## src/rtl/seg_scan_pkg.sv

```systemverilog
// rtl/seg_scan_pkg.sv - shared FSM encoding and seven-segment font for the scan decoder
// Segment vectors are active-high, ordered {a,b,c,d,e,f,g} from bit 6 down to bit 0.
package seg_scan_pkg;

   typedef enum logic [1:0] {
      S_IDLE   = 2'd0,
      S_SETTLE = 2'd1,
      S_HOLD   = 2'd2
   } state_t;

   localparam logic [6:0] BLANK = 7'h00;

   localparam logic [6:0] FONT [16] = '{
      7'h7E, 7'h30, 7'h6D, 7'h79,
      7'h33, 7'h5B, 7'h5F, 7'h70,
      7'h7F, 7'h7B, 7'h77, 7'h1F,
      7'h4E, 7'h3D, 7'h4F, 7'h47
   };

endpackage

```

## src/rtl/seg7_to_hex.sv

```systemverilog
// rtl/seg7_to_hex.sv - combinational seven-segment to hex nibble decode
// ok flags a font match; blank flags all segments off.
module seg7_to_hex
   import seg_scan_pkg::*;
(
   input  logic [6:0] seg,
   output logic [3:0] nibble,
   output logic       ok,
   output logic       blank
);

   always_comb begin
      nibble = 4'h0;
      ok     = 1'b0;
      for (int i = 0; i < 16; i++) begin
         if (seg == FONT[i]) begin
            nibble = 4'(i);
            ok     = 1'b1;
         end
      end
   end

   assign blank = (seg == BLANK);

endmodule

```

## src/rtl/seg_scan_decoder.sv

```systemverilog
// rtl/seg_scan_decoder.sv - recovers four hex digits from a multiplexed seven-segment scan
// Inputs are registered once; capture happens after SETTLE identical samples with one anode low.
module seg_scan_decoder
   import seg_scan_pkg::*;
#(
   parameter int SETTLE  = 4,
   parameter int TIMEOUT = 1024
) (
   input  logic        clk,
   input  logic        reset,
   input  logic        a,
   input  logic        b,
   input  logic        c,
   input  logic        d,
   input  logic        e,
   input  logic        f,
   input  logic        g,
   input  logic        dp,
   input  logic        an1,
   input  logic        an2,
   input  logic        an3,
   input  logic        an4,
   output logic [15:0] digit,
   output logic [3:0]  dp_out,
   output logic [3:0]  valid,
   output logic        frame_done,
   output logic        err_pattern,
   output logic        err_multi
);

   localparam int SW = $clog2(SETTLE + 1);
   localparam int TW = $clog2(TIMEOUT + 1);

   state_t        state_q, state_d;
   logic [11:0]   samp_q, samp_d;
   logic [11:0]   last_q, last_d;
   logic [SW-1:0] cnt_q, cnt_d;
   logic [TW-1:0] idle_q, idle_d;
   logic [15:0]   digit_q, digit_d;
   logic [3:0]    dp_q, dp_d;
   logic [3:0]    valid_q, valid_d;
   logic [3:0]    seen_q, seen_d;
   logic          frame_q, frame_d;
   logic          errp_q, errp_d;
   logic          errm_q, errm_d;

   logic [3:0] an_low;
   logic [6:0] seg_on;
   logic       dp_on;
   logic       one_low, none_low, multi_low, changed, capture;
   logic [1:0] sel;
   logic [3:0] nibble;
   logic       ok, blank;

   // Raw active-low sample: {an4..an1, a..g, dp}
   assign samp_d    = {an4, an3, an2, an1, a, b, c, d, e, f, g, dp};
   assign last_d    = samp_q;
   assign an_low    = ~samp_q[11:8];
   assign seg_on    = ~samp_q[7:1];
   assign dp_on     = ~samp_q[0];
   assign one_low   = $onehot(an_low);
   assign none_low  = (an_low == 4'h0);
   assign multi_low = !one_low && !none_low;
   assign changed   = (samp_q != last_q);

   always_comb begin
      sel = 2'd0;
      case (an_low)
         4'b0010: sel = 2'd1;
         4'b0100: sel = 2'd2;
         4'b1000: sel = 2'd3;
         default: sel = 2'd0;
      endcase
   end

   seg7_to_hex u_dec (
      .seg    (seg_on),
      .nibble (nibble),
      .ok     (ok),
      .blank  (blank)
   );

   always_comb begin
      state_d = state_q;
      cnt_d   = cnt_q;
      idle_d  = idle_q;
      digit_d = digit_q;
      dp_d    = dp_q;
      valid_d = valid_q;
      seen_d  = seen_q;
      frame_d = 1'b0;
      errp_d  = 1'b0;
      errm_d  = 1'b0;
      capture = 1'b0;

      case (state_q)
         S_IDLE: begin
            if (one_low) begin
               state_d = S_SETTLE;
               cnt_d   = SW'(1);
            end
         end
         S_SETTLE: begin
            if (changed) begin
               if (one_low) begin
                  cnt_d = SW'(1);
               end else begin
                  state_d = S_IDLE;
                  cnt_d   = '0;
               end
            end else begin
               cnt_d = cnt_q + SW'(1);
            end
         end
         S_HOLD: begin
            if (changed) begin
               state_d = one_low ? S_SETTLE : S_IDLE;
               cnt_d   = one_low ? SW'(1) : '0;
            end
         end
         default: begin
            state_d = S_IDLE;
            cnt_d   = '0;
         end
      endcase

      if (state_d == S_SETTLE && cnt_d == SW'(SETTLE)) begin
         capture = 1'b1;
         state_d = S_HOLD;
         cnt_d   = '0;
      end

      // Ambiguous anode selection overrides everything, including a pending capture
      if (multi_low) begin
         state_d = S_IDLE;
         cnt_d   = '0;
         errm_d  = 1'b1;
         capture = 1'b0;
      end

      if (capture) begin
         if (ok) begin
            digit_d[{sel, 2'b00} +: 4] = nibble;
            dp_d[sel]                  = dp_on;
            valid_d[sel]               = 1'b1;
         end else begin
            valid_d[sel] = 1'b0;
            if (blank) begin
               dp_d[sel] = dp_on;
            end else begin
               errp_d = 1'b1;
            end
         end
         seen_d[sel] = 1'b1;
         if (seen_d == 4'hF) begin
            frame_d = 1'b1;
            seen_d  = 4'h0;
         end
      end

      if (!none_low) begin
         idle_d = '0;
      end else if (state_q == S_IDLE && idle_q != TW'(TIMEOUT)) begin
         idle_d = idle_q + TW'(1);
      end
      if (idle_d == TW'(TIMEOUT)) begin
         valid_d = 4'h0;
         seen_d  = 4'h0;
      end
   end

   always_ff @(posedge clk) begin
      if (reset) begin
         state_q <= S_IDLE;
         samp_q  <= '1;
         last_q  <= '1;
         cnt_q   <= '0;
         idle_q  <= '0;
         digit_q <= 16'h0000;
         dp_q    <= 4'h0;
         valid_q <= 4'h0;
         seen_q  <= 4'h0;
         frame_q <= 1'b0;
         errp_q  <= 1'b0;
         errm_q  <= 1'b0;
      end else begin
         state_q <= state_d;
         samp_q  <= samp_d;
         last_q  <= last_d;
         cnt_q   <= cnt_d;
         idle_q  <= idle_d;
         digit_q <= digit_d;
         dp_q    <= dp_d;
         valid_q <= valid_d;
         seen_q  <= seen_d;
         frame_q <= frame_d;
         errp_q  <= errp_d;
         errm_q  <= errm_d;
      end
   end

   assign digit       = digit_q;
   assign dp_out      = dp_q;
   assign valid       = valid_q;
   assign frame_done  = frame_q;
   assign err_pattern = errp_q;
   assign err_multi   = errm_q;

endmodule

```

## config.mk

```make
export PLATFORM = sky130hd
export DESIGN_NAME = seg_scan_decoder
export DESIGN_NICKNAME = d
export VERILOG_FILES = /design/src/rtl/seg_scan_pkg.sv /design/src/rtl/seg7_to_hex.sv /design/src/rtl/seg_scan_decoder.sv
export SDC_FILE = /design/constraint.sdc
export NUM_CORES = 1
export LEC_CHECK = 0
export ABC_AREA = 0
export CAP_MARGIN = 0
export CELL_PAD_IN_SITES_DETAIL_PLACEMENT = 0
export CELL_PAD_IN_SITES_GLOBAL_PLACEMENT = 1
export CORE_MARGIN = 4
export CORE_UTILIZATION = 43
export CTS_BUF_LIST = sky130_fd_sc_hd__clkbuf_8 sky130_fd_sc_hd__clkbuf_16
export CTS_CLUSTER_DIAMETER = 200
export DETAILED_ROUTE_END_ITERATION = 10
export GPL_ROUTABILITY_DRIVEN = 0
export PLACE_DENSITY_LB_ADDON = 0.1
export SLEW_MARGIN = 15
export SYNTH_ARGS = -nofsm -noshare
export SYNTH_HDL_FRONTEND = slang
export SYNTH_SLANG_ARGS = --single-unit
```

## constraint.sdc

```tcl
create_clock -name clk -period 3.1 [get_ports clk]
set_input_delay 0.775 -clock clk [delete_from_list [all_inputs] [get_ports clk]]
set_output_delay 0.775 -clock clk [all_outputs]
set_load 0.005 [all_outputs]
```

---- Word level (Yosys, flattened, before mapping) ----
Cells that the tools add are included.
cells by class
  add/sub/neg operators ................... 6
  magnitude comparators ................... 2
  equality and inequality tests ........... 28
  shifts and indexed selects .............. 2
  multiplexer cells ....................... 59
  bitwise operators ....................... 8
  reductions and logical operators ........ 17
operator list
  kind                                                                    count
  7-bit == test, second input constant                                    12
  4-bit 2-to-1 mux                                                        12
  1-bit 2-to-1 mux                                                        25
  11-bit 2-to-1 mux                                                       2
  7-bit by 6-bit == test with 1-bit output, second input constant         3
  3-bit 2-to-1 mux                                                        7
  16-bit bitwise mux                                                      1
  4-bit by 6-bit variable shift with 16-bit output, first input constant  1
  4-bit by 6-bit indexed part select with 16-bit output                   1
  2-bit 2-to-1 mux                                                        7
  12-bit inequality test                                                  1
  2-bit case mux with 3 select lines                                      2
  11-bit by 1-bit adder with 11-bit output, second input constant         1
  11-bit == test, second input constant                                   1
  11-bit inequality test, second input constant                           1
  3-bit case mux with 3 select lines                                      1
  4-bit == test, second input constant                                    2
  4-bit inverter                                                          2
  4-bit OR                                                                2
  7-bit by 5-bit == test with 1-bit output, second input constant         1
  7-bit zero test                                                         1
  7-bit inverter                                                          1
  4-bit negation with 6-bit output                                        1
  2-bit OR reduction                                                      3
  22 further kinds                                                        31
storage, ports and cells
  register bits after elaboration ......... 71
  input bits .............................. 14
  output and inout port bits .............. 27
  logic and storage cells ................. 135

---- Longest topological paths before layout ----
Gate-level depths: netlist (run 1).
  word-level depth ........................ 20
  depth in mapped cells ................... 11
  gate-level depth less buffers ........... 11

---- Modules after synthesis ----
Synthesis (run 1) repeated with hierarchy kept, for this count alone.
second synthesis, totals
  cells, all modules ...................... 425
  area total of the unflattened synthesis .. 3688.5 um^2
by module, submodules not included
  module            instances  cells each  area each (um^2)  sequential area each (um^2)
  seg_scan_decoder  1          367         3319.4            1421.4
  seg7_to_hex       1          58          369.1             0.0

---- Worst setup path after synthesis (run 1) ----
Ideal clock, no wire load.
  path type ............................... register to register
  start point ............................. register samp_q[8], in the netlist last_d[8]
  end point ............................... register digit_q[12], in the netlist digit[12]
  library setup time ...................... 0.123 ns
  arrival ................................. 2.629 ns
  data required time ...................... 2.977 ns
  slack ................................... 0.347 ns
  cell stages (with the launch flop) ...... 11
  buffers on the path ..................... 1
  period minus slack after synthesis ...... 2.753 ns
  cell sequence ........................... dfxtp_1 -> fa_1 -> inv_1 -> ha_1 -> ha_1 -> nor3b_1 -> nand2b_1 -> and3_1 -> buf_4 -> nand3_2 -> mux2_1
on the way
  longest elaborated chain between the ends .. 12
  elaborated cells between the ends (all ways) .. 34
  those cells by class .................... 3 x add/sub; 7 x eq/ne; 2 x shift; 15 x mux; 1 x bitwise; 6 x reduce/logical
ends and longest elaborated chain
  what                                                                                      RTL line                                                                   RTL
  start, declared                                                                           seg_scan_decoder.sv:35                                                     logic [11:0] samp_q, samp_d;
  start signal, assigned                                                                    seg_scan_decoder.sv:188                                                    samp_q <= samp_d;
  4-bit inverter                                                                            seg_scan_decoder.sv:58                                                     assign an_low = ~samp_q[11:8];
  1-bit by 1-bit adder with 2-bit output (implied by the code)                              seg_scan_decoder.sv:61                                                     assign one_low = $onehot(an_low);
  2-bit by 2-bit adder with 3-bit output (implied by the code)                              seg_scan_decoder.sv:61
  3-bit by 1-bit == test with 1-bit output                                                  seg_scan_decoder.sv:61
  1-bit 2-to-1 mux or 2-bit 2-to-1 mux (tied branches)                                      seg_scan_decoder.sv:105, seg_scan_decoder.sv:117, seg_scan_decoder.sv:118
  3-bit 2-to-1 mux (tied with other cells)                                                  seg_scan_decoder.sv:116                                                    if (changed) begin
  3-bit case mux with 3 select lines or 2-bit case mux with 3 select lines (tied branches)  seg_scan_decoder.sv:96                                                     case (state_q)
  3-bit == test or 2-bit by 1-bit == test with 1-bit output (tied branches)                 seg_scan_decoder.sv:127                                                    if (state_d == S_SETTLE && cnt_d == SW'(SETTLE)) begin
  1-bit logical AND                                                                         seg_scan_decoder.sv:127
  1-bit 2-to-1 mux                                                                          seg_scan_decoder.sv:127
  1-bit 2-to-1 mux                                                                          seg_scan_decoder.sv:134                                                    if (multi_low) begin
  2-bit AND reduction (no line)                                                             -
  end signal, assigned                                                                      seg_scan_decoder.sv:192                                                    digit_q <= digit_d;
  end, declared                                                                             seg_scan_decoder.sv:39                                                     logic [15:0] digit_q, digit_d;
Several ways; a longest one is shown, not always the timed one.
A chain may end at the register's enable or synchronous reset.

---- Worst setup path in the final report (run 1) ----
  start point ............................. register samp_q[8], in the netlist last_d[8]
  end point ............................... register digit_q[8], in the netlist digit[8]
The elaborated chain is that of the path after synthesis.

==> flow_results.xml, run 1 <==
<?xml version="1.0" encoding="UTF-8"?>
<metrics>
  <group name="worst_hold_path">
    <metric name="hold_path.startpoint" unit="">digit[0]$_SDFFE_PP0P_</metric>
    <metric name="worstHoldPathType" unit="">flop to flop</metric>
    <metric name="min_delay_worst_endpoint" unit="">digit[0]$_SDFFE_PP0P_</metric>
    <metric name="hold_depth" unit="">2</metric>
  </group>
  <group name="setup_path">
    <metric name="reg2reg_slack" unit="ps">190</metric>
    <metric name="critical_path.most_common_cell" unit="">sky130_fd_sc_hd__ha_1</metric>
    <metric name="critical_path.top_delay_family" unit="">simple AND/OR/NAND/NOR gates</metric>
    <metric name="worstReg2RegEnd" unit="">digit[8]$_SDFFE_PP0P_</metric>
    <metric name="criticalPathCategory" unit="">flop to flop</metric>
    <metric name="slowest_delay" unit="ps">540</metric>
    <metric name="critPathBufInv" unit="">1</metric>
    <metric name="worstRegToRegCells" unit="">9</metric>
    <metric name="critical_path.startpoint_type" unit="">flop</metric>
    <metric name="timing.critical_path.to_type" unit="">flop</metric>
    <metric name="crit_fanout" unit="">5</metric>
    <metric name="regToRegStartpoint" unit="">last_d[8]$_SDFF_PP1_</metric>
    <metric name="cpMaxStageDelayCell" unit="">sky130_fd_sc_hd__fa_1</metric>
    <metric name="timing.critical_path.cells" unit="">fa_1 &gt; inv_1 &gt; ha_1 &gt; ha_1 &gt; nor3b_1 &gt; nand2b_1 &gt; and3_1 &gt; nand3_1 &gt; mux2_1</metric>
    <metric name="worst-endpoint-required" unit="ps">3330</metric>
    <metric name="worst-endpoint-arrival" unit="ps">3140</metric>
  </group>
  <group name="clock_tree">
    <metric name="cts.sinks" unit="">71</metric>
    <metric name="worst_skew_pair.late_latency" unit="ps">340</metric>
    <metric name="cts_setup_buffers" unit="">0</metric>
    <metric name="htree_levels" unit="">3</metric>
    <metric name="tritoncts_clock_tree" unit="">built</metric>
    <metric name="clock_edge_transition_at_the_registers_on_the_reported_setup_and_hold_paths" unit="ps">70</metric>
    <metric name="cts_hold_buf" unit="">0</metric>
    <metric name="cts.root.buffer_cell" unit="">sky130_fd_sc_hd__clkbuf_8</metric>
    <metric name="clock_tree.buffer_depth" unit="">2</metric>
    <metric name="cts.repair.resized" unit="">0</metric>
    <metric name="total_clock_buffers_created_by_cts" unit="">9</metric>
  </group>
  <group name="floorplan">
    <metric name="die-width" unit="um">101</metric>
    <metric name="core" unit="sq um">8340</metric>
    <metric name="chipHeight" unit="um">101</metric>
    <metric name="die_area" unit="sq um">10300</metric>
    <metric name="rows" unit="">33</metric>
    <metric name="io_pins" unit="">41</metric>
    <metric name="initial_utilization" unit="">0.450</metric>
  </group>
  <group name="power">
    <metric name="vdd_drop_max" unit="mV">0.190</metric>
    <metric name="standby_leakage_power" unit="nW">1.73</metric>
    <metric name="p_total" unit="mW">1.85</metric>
    <metric name="power.density_cell_area" unit="nW/um^2">421</metric>
  </group>
  <group name="global_route">
    <metric name="layer_carrying_the_most_global_route_usage" unit="">met2</metric>
    <metric name="global_route.usage.met1" unit="">0.226</metric>
    <metric name="grt_start_max_net_pins" unit="">28</metric>
    <metric name="grt_first_pass_wirelength" unit="um">13600</metric>
    <metric name="globalRouteMet2Util" unit="">0.267</metric>
    <metric name="globalRouteMet3Util" unit="">0.0282</metric>
    <metric name="via_count_of_the_first_global_routing_pass" unit="">2778</metric>
    <metric name="grt_util_all_layers" unit="">0.167</metric>
    <metric name="grt-ovfl-total" unit="">0</metric>
    <metric name="antenna_found_initial" unit="">0</metric>
  </group>
  <group name="placed_design">
    <metric name="pre_cts_slack" unit="ps">194</metric>
    <metric name="placed_cells" unit="">546</metric>
    <metric name="hpwl_reported_at_the_end_of_detailed_placement" unit="um">5850</metric>
    <metric name="place.port_buffers" unit="">40</metric>
  </group>
  <group name="routing">
    <metric name="firstDrtPassIters" unit="">4</metric>
    <metric name="post_drt_wl_per_cell" unit="um">14.3</metric>
    <metric name="finalWirelength" unit="um">8040</metric>
    <metric name="route.detailed.drc" unit="">0</metric>
    <metric name="drtIter0Drc" unit="">95</metric>
    <metric name="postRouteAntennaNets" unit="">0</metric>
    <metric name="routed_via_density" unit="">5.21</metric>
    <metric name="vias" unit="">2925</metric>
  </group>
  <group name="layout">
    <metric name="n_fill_cell" unit="">787</metric>
    <metric name="layout.nets" unit="">481</metric>
    <metric name="post_layout_nonfiller_instances" unit="">561</metric>
    <metric name="multiInputGateArea" unit="sq um">2170</metric>
    <metric name="layout-drive-gt1-share" unit="">0.140</metric>
    <metric name="layout_overhead_on_the_synthesized_area" unit="%">17.4</metric>
    <metric name="n_antenna_cell" unit="">0</metric>
    <metric name="seqCellArea" unit="sq um">1420</metric>
  </group>
  <group name="status">
    <metric name="status" unit="">complete, no violations</metric>
  </group>
  <group name="timing">
    <metric name="timing_hold_violations_final" unit="">0</metric>
    <metric name="setup_slack" unit="ps">188</metric>
    <metric name="slew_headroom" unit="">0.605</metric>
    <metric name="achievable-frequency" unit="MHz">343</metric>
    <metric name="finalSetupViolCount" unit="">0</metric>
    <metric name="slew_viol_final" unit="">0</metric>
    <metric name="fin_hold_ws" unit="ps">475</metric>
    <metric name="period_needed" unit="ps">2910</metric>
    <metric name="period_share" unit="">0.939</metric>
    <metric name="fin_skew" unit="ps">6.55</metric>
    <metric name="worst_pin_slew" unit="ps">589</metric>
  </group>
  <group name="logic_synthesis">
    <metric name="ys_async_sr_fraction" unit="">0</metric>
    <metric name="yosys_register_bits" unit="">71</metric>
    <metric name="postSynth.topFlopCell" unit="">sky130_fd_sc_hd__dfxtp_1</metric>
    <metric name="synthesis.area" unit="sq um">3750</metric>
    <metric name="ys_types" unit="">63</metric>
    <metric name="synth-seq-area-share" unit="">0.379</metric>
    <metric name="syn_avg_cell_area" unit="sq um">8.94</metric>
    <metric name="syn_nets" unit="">449</metric>
    <metric name="synthesis.instances" unit="">420</metric>
    <metric name="synth-edff-count" unit="">0</metric>
    <metric name="synthesis.yosys.warnings" unit="">0</metric>
  </group>
  <group name="job">
    <metric name="maxCapViolCount" unit="">0</metric>
  </group>
</metrics>
[cells in the final DEF, fill, tap and decap left out, drive strengths merged, types with 6 or more instances in the layout]
cell type       n
a21oi          14
nand2          26
nor3           12
xor2            6
nand3          18
and3            7
inv            13
buf             9
nor3b           6
nor4            6
mux2i          16
o2111ai         6
nand2b         20
or2            26
nor2           44
nor2b          10
ha             14
nand4           6
xnor2          18
dfxtp          71
mux2            7
clkbuf         12
clkdlybuf4s50  40
[sequential cells by signal (all words and copies together), names as in the netlist, named ones only]
register / flops
dp_out: 4
frame_done: 1
state_q: 2
last_d: 12
err_multi: 1
err_pattern: 1
idle_q: 11
seen_q: 4
last_q: 12
digit: 16
cnt_q: 3
[metal layers]
metal / wire, um / part of all wire
met5: 0 / 0
met4: 90 / 0.011
met3: 268 / 0.033
met2: 3790 / 0.47
met1: 3890 / 0.48
[power by group]
group	leakage, nW	internal (mW)	switching, mW	total, mW
combinational	1.05	0.106	0.113	0.219
clock	0.102	0.344	0.325	0.668
sequential	0.579	0.934	0.0328	0.967
[worst max-delay path by stage]
| stage | startpoint | end | slack, ps | cells after the start |
|---|---|---|---|---|
| 5_1_grt | last_d[8]$_SDFF_PP1_ | digit[9]$_SDFFE_PP0P_ | -2 | 9 |
| 3_5_place_dp | last_d[8]$_SDFF_PP1_ | digit[4]$_SDFFE_PP0P_ | 190 | 9 |
| 6_report | last_d[8]$_SDFF_PP1_ | digit[8]$_SDFFE_PP0P_ | 190 | 9 |
| 2_1_floorplan | last_d[8]$_SDFF_PP1_ | digit[12]$_SDFFE_PP0P_ | 350 | 10 |
| 3_3_place_gp | last_d[8]$_SDFF_PP1_ | digit[4]$_SDFFE_PP0P_ | 280 | 9 |
| 4_1_cts | last_d[8]$_SDFF_PP1_ | digit[4]$_SDFFE_PP0P_ | 180 | 9 |
[cell families (layout without fill, tap and decap cells)]
group,Yosys count,in the layout,synth area share
buf+inv,38,74,0.0453
xor+xnor,24,24,0.0560
fa+ha+maj,15,15,0.0520
simple gates,202,202,0.305
compound gates,47,47,0.0996
mux,23,23,0.0636
flops,71,71,0.379
[final cells by class]
type / instances / area share
Clock buffer: 12 / 0.0375
Clock inverter: 3 / 0.00255
Inverter: 10 / 0.00852
Multi-Input combinational cell: 311 / 0.493
Sequential cell: 71 / 0.322
Tap cell: 105 / 0.0298
Timing Repair Buffer: 49 / 0.106
[cell usage after synthesis, types with 2 or more instances]
cell type,instances,share of area
sky130_fd_sc_hd__mux2_1,6,0.018
sky130_fd_sc_hd__nand3_2,3,0.0080
sky130_fd_sc_hd__nor4_1,5,0.0083
sky130_fd_sc_hd__buf_4,2,0.0040
sky130_fd_sc_hd__and4b_1,2,0.0053
sky130_fd_sc_hd__o31ai_4,2,0.011
sky130_fd_sc_hd__and2_1,3,0.0050
sky130_fd_sc_hd__nand2_1,26,0.026
sky130_fd_sc_hd__inv_1,10,0.010
sky130_fd_sc_hd__nand4_1,6,0.010
sky130_fd_sc_hd__dfxtp_1,71,0.38
sky130_fd_sc_hd__nand2b_1,20,0.033
sky130_fd_sc_hd__and3_1,7,0.012
sky130_fd_sc_hd__buf_2,10,0.013
sky130_fd_sc_hd__o2111ai_1,5,0.012
sky130_fd_sc_hd__or3_1,3,0.0050
sky130_fd_sc_hd__nand3_1,15,0.020
sky130_fd_sc_hd__o22ai_1,3,0.0050
sky130_fd_sc_hd__o21ai_0,2,0.0027
sky130_fd_sc_hd__nor2_1,43,0.043
sky130_fd_sc_hd__o21a_1,2,0.0040
sky130_fd_sc_hd__a31oi_1,2,0.0033
sky130_fd_sc_hd__xnor2_1,18,0.042
sky130_fd_sc_hd__a21oi_1,14,0.019
sky130_fd_sc_hd__nor2b_1,10,0.017
sky130_fd_sc_hd__nor4bb_1,2,0.0053
sky130_fd_sc_hd__o21ai_1,2,0.0027
sky130_fd_sc_hd__nor3b_1,6,0.012
sky130_fd_sc_hd__mux2i_1,16,0.043
sky130_fd_sc_hd__or2_2,25,0.042
sky130_fd_sc_hd__a211oi_1,2,0.0040
sky130_fd_sc_hd__ha_1,14,0.047
sky130_fd_sc_hd__xor2_1,6,0.014
sky130_fd_sc_hd__clkbuf_1,15,0.015
sky130_fd_sc_hd__o32ai_1,2,0.0047
sky130_fd_sc_hd__nor3_1,11,0.015
sky130_fd_sc_hd__nor4b_1,3,0.0070
[through the flow]
stage	util	cell area [sq um]	setup TNS (ps)
detailed placement	0.507	4230	0
CTS	0.528	4400	0
global placement	0.507	4230	0
finish	0.529	4410	0
global route	0.529	4410	-2.02
floorplan	-	3750	0
[worst reg2reg max path, delay by kind of cell, from the launching register on]
family        cells  cell delay [ps]
mux               1              360
buf+inv           1               40
simple gates      4             1050
fa+ha+maj         3             1000
flops             1              370
(Power assumes the default switching activity.)
==> run 2, diff against run 1 <==
GPL_ROUTABILITY_DRIVEN = not set   (was 0)
==> results of run 2 <==
Same layout as run 1: the final DEF is identical, and so are final timing and power.
